<file path="src/rtl/hazard_pkg.sv">
// hazard_pkg
//   Shared types and constants for the pipeline hazard controller.
//   - state_e : controller FSM states (RUN, LOAD_STALL, MD_BUSY)
//   - FWD_*   : execute-stage operand forward-select encodings
package hazard_pkg;

  typedef enum logic [1:0] {
    RUN        = 2'd0,
    LOAD_STALL = 2'd1,
    MD_BUSY    = 2'd2
  } state_e;

  localparam logic [1:0] FWD_REG = 2'b00;  // register file value
  localparam logic [1:0] FWD_W   = 2'b01;  // ResultW
  localparam logic [1:0] FWD_M   = 2'b10;  // ALUResultM

endpackage

</file>
<file path="src/rtl/hazard_fwd.sv">
// hazard_fwd
//   Combinational forward select for one execute-stage source operand.
//   The memory stage wins over writeback because it holds the younger value.
//   A load in M has no ALU result yet, so it is never a forwarding source.
// Ports:
//   rs_e_i        execute-stage source register
//   rd_m_i        memory-stage destination
//   rd_w_i        writeback-stage destination
//   reg_write_m_i memory-stage write enable
//   reg_write_w_i writeback-stage write enable
//   mem_read_m_i  memory-stage instruction is a load
//   fwd_o         operand select (FWD_REG / FWD_W / FWD_M)
module hazard_fwd
  import hazard_pkg::*;
#(
  parameter int ADDR_W = 5
) (
  input  logic [ADDR_W-1:0] rs_e_i,
  input  logic [ADDR_W-1:0] rd_m_i,
  input  logic [ADDR_W-1:0] rd_w_i,
  input  logic              reg_write_m_i,
  input  logic              reg_write_w_i,
  input  logic              mem_read_m_i,
  output logic [1:0]        fwd_o
);

  logic hit_m;
  logic hit_w;

  // x0 is hard-wired to zero, so a write to it must never be forwarded.
  assign hit_m = reg_write_m_i && (rd_m_i != '0) && (rd_m_i == rs_e_i) && !mem_read_m_i;
  assign hit_w = reg_write_w_i && (rd_w_i != '0) && (rd_w_i == rs_e_i);

  assign fwd_o = hit_m ? FWD_M : (hit_w ? FWD_W : FWD_REG);

endmodule

</file>
<file path="src/rtl/hazard_ctrl.sv">
// hazard_ctrl
//   Sequential hazard controller for the 5-stage RV32I pipeline.
//   Drives every stage register's stall/flush and the execute-stage
//   forwarding muxes. Handles multi-cycle load-use stalls, a mul/div busy
//   handshake, data-memory wait freezing and branch flushes, and keeps a
//   saturating count of stalled fetch cycles.
// Ports:
//   clk, rst                        clock, async active-high reset
//   Rs1D, Rs2D                      decode-stage sources
//   Rs1E, Rs2E, RdE                 execute-stage sources / destination
//   RdM, RdW, RegWriteM, RegWriteW  later-stage destinations and enables
//   MemReadE, MemReadM, MemWriteM   load/store flags
//   mem_ready                       data memory ready (low freezes on M access)
//   md_startE, md_done              mul/div handshake
//   flush_branch                    mispredict resolved in E
//   ForwardAE, ForwardBE            operand forward selects
//   StallF/D/E/M, FlushD/E/M/W      stage register hold / bubble controls
//   stall_cycles                    saturating count of StallF cycles
// All stall/flush/forward outputs are combinational (same-cycle response).
module hazard_ctrl
  import hazard_pkg::*;
#(
  parameter int ADDR_W   = 5,
  parameter int LOAD_LAT = 1,
  parameter int CNT_W    = 32
) (
  input  logic              clk,
  input  logic              rst,
  input  logic [ADDR_W-1:0] Rs1D,
  input  logic [ADDR_W-1:0] Rs2D,
  input  logic [ADDR_W-1:0] Rs1E,
  input  logic [ADDR_W-1:0] Rs2E,
  input  logic [ADDR_W-1:0] RdE,
  input  logic [ADDR_W-1:0] RdM,
  input  logic [ADDR_W-1:0] RdW,
  input  logic              RegWriteM,
  input  logic              RegWriteW,
  input  logic              MemReadE,
  input  logic              MemReadM,
  input  logic              MemWriteM,
  input  logic              mem_ready,
  input  logic              md_startE,
  input  logic              md_done,
  input  logic              flush_branch,
  output logic [1:0]        ForwardAE,
  output logic [1:0]        ForwardBE,
  output logic              StallF,
  output logic              StallD,
  output logic              StallE,
  output logic              StallM,
  output logic              FlushD,
  output logic              FlushE,
  output logic              FlushM,
  output logic              FlushW,
  output logic [CNT_W-1:0]  stall_cycles
);

  localparam int LU_W = $clog2(LOAD_LAT + 1);

  state_e            state_q, state_d;
  logic [LU_W-1:0]   lu_cnt_q, lu_cnt_d;
  logic [CNT_W-1:0]  stall_cycles_q, stall_cycles_d;
  logic [1:0]        fwd_a, fwd_b;
  logic              freeze;
  logic              load_use;

  hazard_fwd #(.ADDR_W(ADDR_W)) u_fwd_a (
    .rs_e_i        (Rs1E),
    .rd_m_i        (RdM),
    .rd_w_i        (RdW),
    .reg_write_m_i (RegWriteM),
    .reg_write_w_i (RegWriteW),
    .mem_read_m_i  (MemReadM),
    .fwd_o         (fwd_a)
  );

  hazard_fwd #(.ADDR_W(ADDR_W)) u_fwd_b (
    .rs_e_i        (Rs2E),
    .rd_m_i        (RdM),
    .rd_w_i        (RdW),
    .reg_write_m_i (RegWriteM),
    .reg_write_w_i (RegWriteW),
    .mem_read_m_i  (MemReadM),
    .fwd_o         (fwd_b)
  );

  // Outputs are forced idle while reset is held, so a reset mid-stall
  // releases the pipeline in the same cycle.
  assign ForwardAE = rst ? FWD_REG : fwd_a;
  assign ForwardBE = rst ? FWD_REG : fwd_b;

  assign freeze   = !mem_ready && (MemReadM || MemWriteM);
  assign load_use = MemReadE && (RdE != '0) && ((RdE == Rs1D) || (RdE == Rs2D));

  assign stall_cycles = stall_cycles_q;

  // Priority encoder: rst > freeze > flush_branch > MD_BUSY > load-use.
  always_comb begin
    // NOTE: every variable written here gets a default first, so no path
    // leaves one unassigned and no latch is inferred.
    state_d  = state_q;
    lu_cnt_d = lu_cnt_q;
    StallF   = 1'b0;
    StallD   = 1'b0;
    StallE   = 1'b0;
    StallM   = 1'b0;
    FlushD   = 1'b0;
    FlushE   = 1'b0;
    FlushM   = 1'b0;
    FlushW   = 1'b0;

    if (rst) begin
      // defaults already describe the idle reset response
    end else if (freeze) begin
      // Whole front of the pipe waits on memory; W drains as a bubble.
      // State and lu_cnt hold, so a frozen cycle never counts toward a stall.
      StallF = 1'b1;
      StallD = 1'b1;
      StallE = 1'b1;
      StallM = 1'b1;
      FlushW = 1'b1;
    end else if (flush_branch) begin
      // Squashes the wrong-path D/E instructions, including a stalled consumer.
      FlushD   = 1'b1;
      FlushE   = 1'b1;
      state_d  = RUN;
      lu_cnt_d = '0;
    end else begin
      case (state_q)
        MD_BUSY: begin
          if (!md_done) begin
            StallF = 1'b1;
            StallD = 1'b1;
            StallE = 1'b1;
            FlushM = 1'b1;
          end else begin
            state_d = RUN;
          end
        end
        LOAD_STALL: begin
          StallF   = 1'b1;
          StallD   = 1'b1;
          FlushE   = 1'b1;
          lu_cnt_d = lu_cnt_q - LU_W'(1);
          if (lu_cnt_q == LU_W'(1)) state_d = RUN;
        end
        default: begin  // RUN
          if (md_startE && !md_done) begin
            StallF  = 1'b1;
            StallD  = 1'b1;
            StallE  = 1'b1;
            FlushM  = 1'b1;
            state_d = MD_BUSY;
          end else if (load_use) begin
            // The first stall cycle is spent here in RUN; LOAD_STALL covers the rest.
            StallF = 1'b1;
            StallD = 1'b1;
            FlushE = 1'b1;
            if (LOAD_LAT > 1) begin
              state_d  = LOAD_STALL;
              lu_cnt_d = LU_W'(LOAD_LAT - 1);
            end
          end
        end
      endcase
    end

    stall_cycles_d = (StallF && (stall_cycles_q != '1)) ? stall_cycles_q + CNT_W'(1)
                                                        : stall_cycles_q;
  end

  always_ff @(posedge clk or posedge rst) begin
    if (rst) begin
      state_q        <= RUN;
      lu_cnt_q       <= '0;
      stall_cycles_q <= '0;
    end else begin
      // NOTE: sequential state uses non-blocking assignments so every
      // register samples its pre-edge value regardless of statement order.
      state_q        <= state_d;
      lu_cnt_q       <= lu_cnt_d;
      stall_cycles_q <= stall_cycles_d;
    end
  end

  // The md op occupies E while busy, so a branch resolving in E is impossible.
  a_no_branch_in_md_busy: assert property (
    @(posedge clk) disable iff (rst) !(state_q == MD_BUSY && flush_branch)
  );

endmodule

</file>
<file path="config.mk">
export PLATFORM = sky130hd
export DESIGN_NAME = hazard_ctrl
export DESIGN_NICKNAME = d
export VERILOG_FILES = /design/src/rtl/hazard_pkg.sv /design/src/rtl/hazard_fwd.sv /design/src/rtl/hazard_ctrl.sv
export SDC_FILE = /design/constraint.sdc
export NUM_CORES = 1
export LEC_CHECK = 0
export CELL_PAD_IN_SITES_DETAIL_PLACEMENT = 1
export CELL_PAD_IN_SITES_GLOBAL_PLACEMENT = 1
export CORE_MARGIN = 10
export CORE_UTILIZATION = 35
export CTS_BUF_LIST = sky130_fd_sc_hd__clkbuf_4
export DETAILED_ROUTE_END_ITERATION = 10
export GPL_ROUTABILITY_DRIVEN = 0
export PLACE_DENSITY = 0.95
export SETUP_SLACK_MARGIN = 0.15
export SLEW_MARGIN = 20
export SYNTH_ARGS = -nofsm -noshare
export SYNTH_HDL_FRONTEND = slang
export SYNTH_SLANG_ARGS = --single-unit
</file>
<file path="constraint.sdc">
create_clock -name clk -period 6.1 [get_ports clk]
set_input_delay 1.22 -clock clk [delete_from_list [all_inputs] [get_ports clk]]
set_output_delay 1.22 -clock clk [all_outputs]
set_load 0.01 [all_outputs]
</file>
---- Word level (Yosys, flattened, before mapping) ----
Index checks and enable logic that the tools add are counted.
storage, ports and cells
  register bits after elaboration ......... 35
  word-level logic and storage cells ...... 80
  output and inout bits ................... 44
  input bits .............................. 46
cells by class
  eq/ne operators ......................... 11
  reductions and logical operators ........ 25
  $add $sub $neg .......................... 2
  bitwise gates (word level) .............. 2
  muxes and demuxes ....................... 37
operators with widths
  cell                   number
  $add 32x1->32 const B  1
  $ne 32x32->1 const B   1
  $eq 5x5->1             6
  $mux 1                 25
  $mux 2                 8
  $reduce_bool 5->1      3
  $logic_and 1x1->1      13
  $ne 3x3->1 const B     2
  $pmux 1 s2             3
  $reduce_and 5->1       1
  $pmux 2 s2             1
  $reduce_bool 4->1      1
  $logic_not 1->1        3
  $reduce_and 3->1       1
  $eq 2x1->1 const B     1
  $eq 2x2->1 const B     1
  $logic_or 1x1->1       2
  $not 1->1              2
  $reduce_bool 2->1      1
  $sub 1x1->1 const B    1

---- Logic depth before layout (Yosys ltp) ----
Gate-level depths: netlist (run 1).
  depth after elaboration ................. 10
  depth in mapped cells ................... 8
  mapped depth without buffers ............ 6

---- By module ----
From an unflattened synthesis (run 1), not the netlist that was laid out.
unflattened totals
  cells, all modules ...................... 230
  area total of the unflattened synthesis .. 2,219.6 um2
by module, submodules not included
  module       sequential area each (um2)  area an instance (um2)  cells each  instances
  hazard_ctrl  825.8                       1,881.8                 186         1
  hazard_fwd   0.0                         168.9                   22          2

---- Worst setup path after synthesis (run 1) ----
No wires, ideal clock.
  kind .................................... input to output
  from .................................... in rst
  to ...................................... out ForwardAE[0]
  cell stages on the path ................. 5
  required time ........................... 4.880 ns
  slack ................................... 1.910 ns
  buffers on the path ..................... 1
  arrival time ............................ 2.970 ns
  path through ............................ clkbuf_1 inv_1 o311a_1 nand4_1 nor4b_1
between the ends
  word-level cells in the longest chain between the ends .. 1
ends and longest elaborated chain
  item             RTL line           RTL
  start, declared  hazard_ctrl.sv:28  input logic rst,
  $mux 2           hazard_ctrl.sv:89  assign ForwardAE = rst ? FWD_REG : fwd_a;
  end, declared    hazard_ctrl.sv:45  output logic [1:0] ForwardAE,
No other way between the ends.

---- Worst setup path in the final report (run 1) ----
  from .................................... in RdM[0]
  to ...................................... out ForwardBE[0]
between the ends
  word-level cells in the longest chain between the ends .. 6
  elaborated cells on any way between the ends .. 7
  those cells by class .................... eq/ne (1); mux (2); reduce/logical (4)
ends and longest elaborated chain
  item                               RTL line           RTL
  start, declared                    hazard_ctrl.sv:34  input logic [ADDR_W-1:0] RdM,
  $reduce_bool 5->1                  hazard_fwd.sv:31   assign hit_m = reg_write_m_i && (rd_m_i != '0) && (rd_m_i == rs_e_i) && !mem_read_m_i;
  $logic_and 1x1->1                  hazard_fwd.sv:31
  $logic_and 1x1->1 * (2 in series)  hazard_fwd.sv:31
  $mux 2 *                           hazard_fwd.sv:34   assign fwd_o = hit_m ? FWD_M : (hit_w ? FWD_W : FWD_REG);
  $mux 2 *                           hazard_ctrl.sv:90  assign ForwardBE = rst ? FWD_REG : fwd_b;
  end, declared                      hazard_ctrl.sv:46  output logic [1:0] ForwardBE,
Every way passes the cells marked *; elsewhere a longest branch is shown, timed or not.

==> flow_summary.toml, run 1 <==
[clock_tree]
insertion_delay_ps = 340
path_clk_slew_ps = 90
clockBufferDepth = 2
postCtsSetupBuffers = 0
hold_buffers = 0
cts_tree = "done"
ctsHtreeMaxLevel = 2
cts_root_buf = "clkbuf_4"
clock-sinks = 33
cts_resized = 0
cts_inserted_buffers = 5

[pwr]
power.leakage_nw = 1.33
power_density_nw_per_um2 = 177
irDropWorstVdd_v = 0.0000871

[timing]
fmax_mhz = 210
fin_crit_sh = 0.779
fin_setup_tns_ps = 0
worst_pin_slew_ps = 474
drv_slew = 0
finClkSkew_ps = 9.28
hold_viol = 0
setup_viol = 0
period_needed_ps = 4750
whs_ps = 497
grt_setup_unrepaired = "false"
relSlewSlack = 0.684

[critical_path]
r2r_cells = 6
crit_path_max_incr_delay_ps = 610
cp_cell_sequence = "clkdlybuf4s50_1 > or4_1 > nor2_1 > nor3b_1 > nand4_1 > nor3_1 > nor4_1 > clkdlybuf4s50_1"
critPathLaunchType = "input port"
critical_path_buf_inv_count = 2
worstPathRequired_ps = 4880
cp_common_cell = "clkdlybuf4s50_1"
r2r-start = "stall_cycles[2]"
critPathArrivalTime_ps = 3530
ff2ff_setup_slack_ps = 3390
critical_path_depth = 8
criticalPathCategory = "input port to primary output"
critPathCaptureType = "primary output"
path_max_fanout = 3
critPathSlowestCell = "clkdlybuf4s50_1"
crit_family = "simple AND/OR/NAND/NOR gates"
regToRegEndpoint = "stall_cycles[1]"

[global_routing]
grt_use_total = 0.143
grt_start_max_net_pins = 35
overflow = 0
grt_pass1_vias = 2347
antenna_found_initial = 0
grt_pass1_wl_mm = 11.6

[drt]
routed_wirelength_mm = 6.81
via_count = 2068
drt_first_pass_iters = 4
wire_per_inst_um = 17.6
drtIter0Drc = 73
drc = 0
antenna_left = 0
via_per_inst = 5.36

[place]
place_area_um2 = 3090
post-dp-hpwl_mm = 5.62
portBuffers = 89
dp_cells = 379

[run]
drv_cap = 0

[logic_synthesis]
ys_ff_latch = 33
syn_nets = 269
synthCells = 222
yosys_warnings = 0
syn-cell-area_um2 = 2140
seq_area_frac_synth = 0.386
syn_area_per_cell_um2 = 9.64
synth.distinct_cells = 39

[floorplan]
ioPinCount = 90
start_util = 0.362
core-area_um2 = 5920
dieWidth_um = 98.2
num_rows = 28
die_h_um = 98.2
dieArea_um2 = 9650

[cells_and_area]
syn2layout_area_growth_pct = 46.6
fin_util = 0.530
final_area_um2 = 3140
multi_input_area_um2 = 1250
antennaDiodeCount = 0
layout.nets = 358
drive_gt1_frac = 0.0579
nFillCells = 667
regArea_um2 = 826
stdcell_count = 386

[hold_path]
holdPathStages = 1
min_from = "stall_cycles[5]"
min_to = "stall_cycles[5]"
hold_class = "register to register"

[outcome]
status = "finished, final reports clean"
==> routing by layer <==
layer	GRT usage	share of wire	vias to the layer above
met4	0.0463	0.020	0
met5	0	0	-
li1	-	-	976
met1	0.156	0.40	988
met3	0.0832	0.13	12
met2	0.227	0.45	92
==> cell usage after synthesis <==
master	instances	area share
xor2_1	38	0.16
dfrtp_1	33	0.39
xnor2_1	23	0.094
nor4_1	18	0.053
nand2_1	14	0.025
nand3_1	14	0.033
nor3_1	11	0.026
nor2_1	10	0.018
nand4_1	6	0.018
inv_1	5	0.0088
clkbuf_1	4	0.0070
nor4b_1	4	0.016
a21oi_1	3	0.0070
and3_1	3	0.0088
and4_1	3	0.012
buf_4	3	0.011
o21ai_0	3	0.0070
or4_1	3	0.011
nor3b_1	2	0.0070
nor4_2	2	0.012
or3_1	2	0.0058
a21o_1	1	0.0035
a31oi_1	1	0.0029
and4_4	1	0.0053
buf_2	1	0.0023
buf_6	1	0.0053
ha_1	1	0.0058
mux2_4	1	0.0070
nand4_4	1	0.0099
nor2_2	1	0.0029
nor2_4	1	0.0053
nor2b_1	1	0.0029
nor4b_2	1	0.0070
o21a_1	1	0.0035
o21ai_1	1	0.0023
o21ai_2	1	0.0041
o21bai_1	1	0.0035
o22ai_1	1	0.0029
o311a_1	1	0.0047
==> flip-flops by register name (all words and copies together) (netlist names) <==
register,count
stall_cycles,32
state_q,1
==> logic make-up after synthesis <==
group	synth area share
DFF	0.386
and+or+nand+nor	0.276
adders and majority gates	0.00584
AOI/OAI and AO/OA	0.0415
buffers and inverters	0.0339
muxes	0.00701
xor gates and xnor gates	0.250
==> report_power, final <==
group	switching (W)	internal, W
clock	0.0000703	0.0000462
combinational	0.0000702	0.0000988
sequential	0.0000293	0.000239
total	0.000170	0.000384
==> area by class of cell <==
class | count | area share
inverter | 5 | 0.00598
timing repair buffer | 91 | 0.289
clock buffer | 6 | 0.0143
sequential | 33 | 0.263
clock inverter | 1 | 0.00120
tap | 75 | 0.0299
multi-input combinational | 175 | 0.397
==> layout by cell type (no fill, tap or decap), types with 2 or more instances in the layout <==
cell type        instances
a21oi_1                  3
xor2_1                  38
and4_1                   3
o21ai_2                  2
nand2_1                 14
o21ai_0                  3
nand3_1                 14
nor4b_1                  4
nor2_1                  10
buf_4                    2
or4_1                    3
nor3_1                  11
clkdlybuf4s50_1         89
nor4_2                   2
nand4_1                  6
dfrtp_1                 33
inv_1                    5
nor4_1                  18
clkbuf_4                 6
nor3b_1                  2
xnor2_1                 23
or3_1                    2
and3_1                   3
==> through the flow <==
step                      setup slack [ps]  total power (W)
final                                 1350         0.000554
after global routing                  1200         0.000589
after CTS                             1330         0.000562
after detailed placement              1360         0.000445
after global placement                1480         0.000439
after floorplan                       1910         0.000339
==> worst max-delay path by stage <==
stage / start / endpoint / slack (ps)
2_1_floorplan: rst / ForwardAE[0] / 1910
3_3_place_gp: RdM[0] / ForwardBE[0] / 1480
3_5_place_dp: RdM[3] / ForwardBE[0] / 1360
4_1_cts: RdM[3] / ForwardBE[0] / 1330
5_1_grt: RdM[3] / ForwardBE[0] / 1200
6_report: RdM[0] / ForwardBE[0] / 1350
(Power assumes the default switching activity.)
==> run 2: changes to the inputs <==
Settings changed: CORE_UTILIZATION 35 to 29, PLACE_DENSITY 0.95 to 0.88.
Clock period 6.1 ns to 3.8 ns, I/O delays scaled along.
==> run 2 against run 1 <==
  * Via count down 1.8%
  * Critical path depth decreased by 1
  * Combinational power up 60%
  * Core utilization decreased by 8.7 points
  * Setup slack got worse by 1100 ps
  * First-iteration DRC count decreased by 42%
  * Cell area up 2.0%
  * Count of clock-buffer cells in the layout down 1
  * Wire length increased by 0.23%
  * Sequential cell count stayed put
  * Critical endpoint is now StallD
==> flow_summary.toml, run 2 (synthesized netlist as in run 1, its figures left out) <==
[timing]
fin_setup_tns_ps = 0
worst_pin_slew_ps = 506
period_needed_ps = 3530
relSlewSlack = 0.662
whs_ps = 508
drv_slew = 0
hold_viol = 0
fmax_mhz = 283
setup_viol = 0
grt_setup_unrepaired = "false"
finClkSkew_ps = 16.5
fin_crit_sh = 0.929

[drt]
drc = 0
antenna_left = 0
drtIter0Drc = 42
via_per_inst = 4.90
wire_per_inst_um = 16.5
via_count = 2030
drt_first_pass_iters = 4
routed_wirelength_mm = 6.83

[place]
dp_cells = 406
portBuffers = 89
post-dp-hpwl_mm = 5.51

[clock_tree]
clock-sinks = 33
cts_root_buf = "clkbuf_4"
cts_tree = "done"
cts_inserted_buffers = 5
ctsHtreeMaxLevel = 2
path_clk_slew_ps = 120
clockBufferDepth = 2
insertion_delay_ps = 340

[critical_path]
worstPathRequired_ps = 3040
critPathCaptureType = "primary output"
critPathSlowestCell = "or4_1"
r2r_cells = 6
cp_cell_sequence = "clkdlybuf4s50_1 > or4_1 > o21ai_1 > a31oi_1 > o21ai_2 > inv_1 > clkdlybuf4s50_1"
r2r-start = "stall_cycles[3]"
critPathLaunchType = "input port"
criticalPathCategory = "input port to primary output"
critPathArrivalTime_ps = 2770
ff2ff_setup_slack_ps = 1100
path_max_fanout = 3
cp_common_cell = "clkdlybuf4s50_1"
crit_path_max_incr_delay_ps = 560
regToRegEndpoint = "stall_cycles[1]"

[floorplan]
dieArea_um2 = 11200
num_rows = 31
ioPinCount = 90
dieWidth_um = 106
start_util = 0.297
die_h_um = 106
core-area_um2 = 7210

[cells_and_area]
drive_gt1_frac = 0.0698
layout.nets = 361
final_cell_mix = "87 x clkdlybuf4s50_1, 38 x xor2_1, 33 x dfrtp_1"
largest_reg_flops = 32
stdcell_count = 414
syn2layout_area_growth_pct = 49.5
regArea_um2 = 826
antennaDiodeCount = 0
multi_input_area_um2 = 1250
final_common_cell = "clkdlybuf4s50_1"
nFillCells = 850

[hold_path]
hold_class = "register to register"
holdPathStages = 1
min_from = "stall_cycles[9]"
min_to = "stall_cycles[9]"

[pwr]
power.leakage_nw = 1.37
p_int_w = 0.000611
switchingPower_w = 0.000283
power.share.clock = 0.211
switching_share = 0.316
irDropWorstVdd_v = 0.000104
p_seq_frac = 0.486
power_density_nw_per_um2 = 279
pwr-share-comb = 0.303

[global_routing]
grt_pass1_vias = 2334
antenna_found_initial = 0
overflow = 0
grt_pass1_wl_mm = 11.4
grt_use_total = 0.121
grt_start_max_net_pins = 34

[outcome]
status = "finished, final reports clean"

[run]
drv_cap = 0
run 2: cell count changes in the layout (fill, tap and decap cells not counted), sizes merged:
cell	delta
buf	+3
dlymetal6s2s	+1
clkdlybuf4s50	-2
dlygate4sd2	+1
clkinv	+2
clkbuf	-1
run 2: worst max-delay path: cells and delay by family:
family / cells / cell delay (ps)
buf+inv: 3 / 1030
simple gates: 1 / 560
compound gates: 3 / 430
run 2: power groups by stage:
stage | combinational (W) | clock [W] | sequential [W]
2_1_floorplan | 0.000100 | 0 | 0.000444
3_3_place_gp | 0.000268 | 0 | 0.000440
3_5_place_dp | 0.000276 | 0 | 0.000443
4_1_cts | 0.000277 | 0.000199 | 0.000436
5_1_grt | 0.000295 | 0.000216 | 0.000443
6_report | 0.000271 | 0.000189 | 0.000435
run 2: metal layers:
layer | vias up | part of all wire | track usage
met1 | 979 | 0.40 | 0.129
met4 | 0 | 0.014 | 0.0368
met2 | 63 | 0.51 | 0.218
met3 | 8 | 0.076 | 0.0453
met5 | - | 0 | 0
li1 | 980 | - | -
run 2: area by class of cell:
class / instances / share of cell area
Multi-Input combinational cell: 175 / 0.391
Clock inverter: 3 / 0.00391
Clock buffer: 5 / 0.0117
Inverter: 5 / 0.00586
Tap cell: 99 / 0.0387
Timing Repair Buffer: 94 / 0.290
Sequential cell: 33 / 0.258
run 2: timing repair:
action,CTS,global route
endpoints found under the setup margin,1,3
gates resized for setup,1,3
cloned,0,0
buffers inserted,0,0
hold buffers,0,0
hold endpoints to repair,0,0
run 2: worst max-delay path by stage:
stage	endpoint	depth (start not counted)	slack [ps]	start
floorplan	ForwardAE[0]	5	530	rst
global placement	ForwardBE[0]	8	150	RdM[0]
detailed placement	ForwardBE[0]	8	70	RdM[2]
CTS	ForwardAE[0]	7	160	RdM[2]
global route	ForwardBE[1]	7	160	RdM[2]
finish	StallD	7	270	RdE[1]
run 2: through the flow:
| step | total power (W) | utilization | setup slack [ps] | cell area [um^2] |
|---|---|---|---|---|
| after floorplan | 0.000544 | - | 530 | 2140 |
| after global placement | 0.000708 | 0.436 | 149 | 3140 |
| after detailed placement | 0.000719 | 0.436 | 74.6 | 3140 |
| after CTS | 0.000912 | 0.442 | 155 | 3190 |
| after global routing | 0.000954 | 0.444 | 162 | 3200 |
| final | 0.000894 | 0.444 | 270 | 3200 |
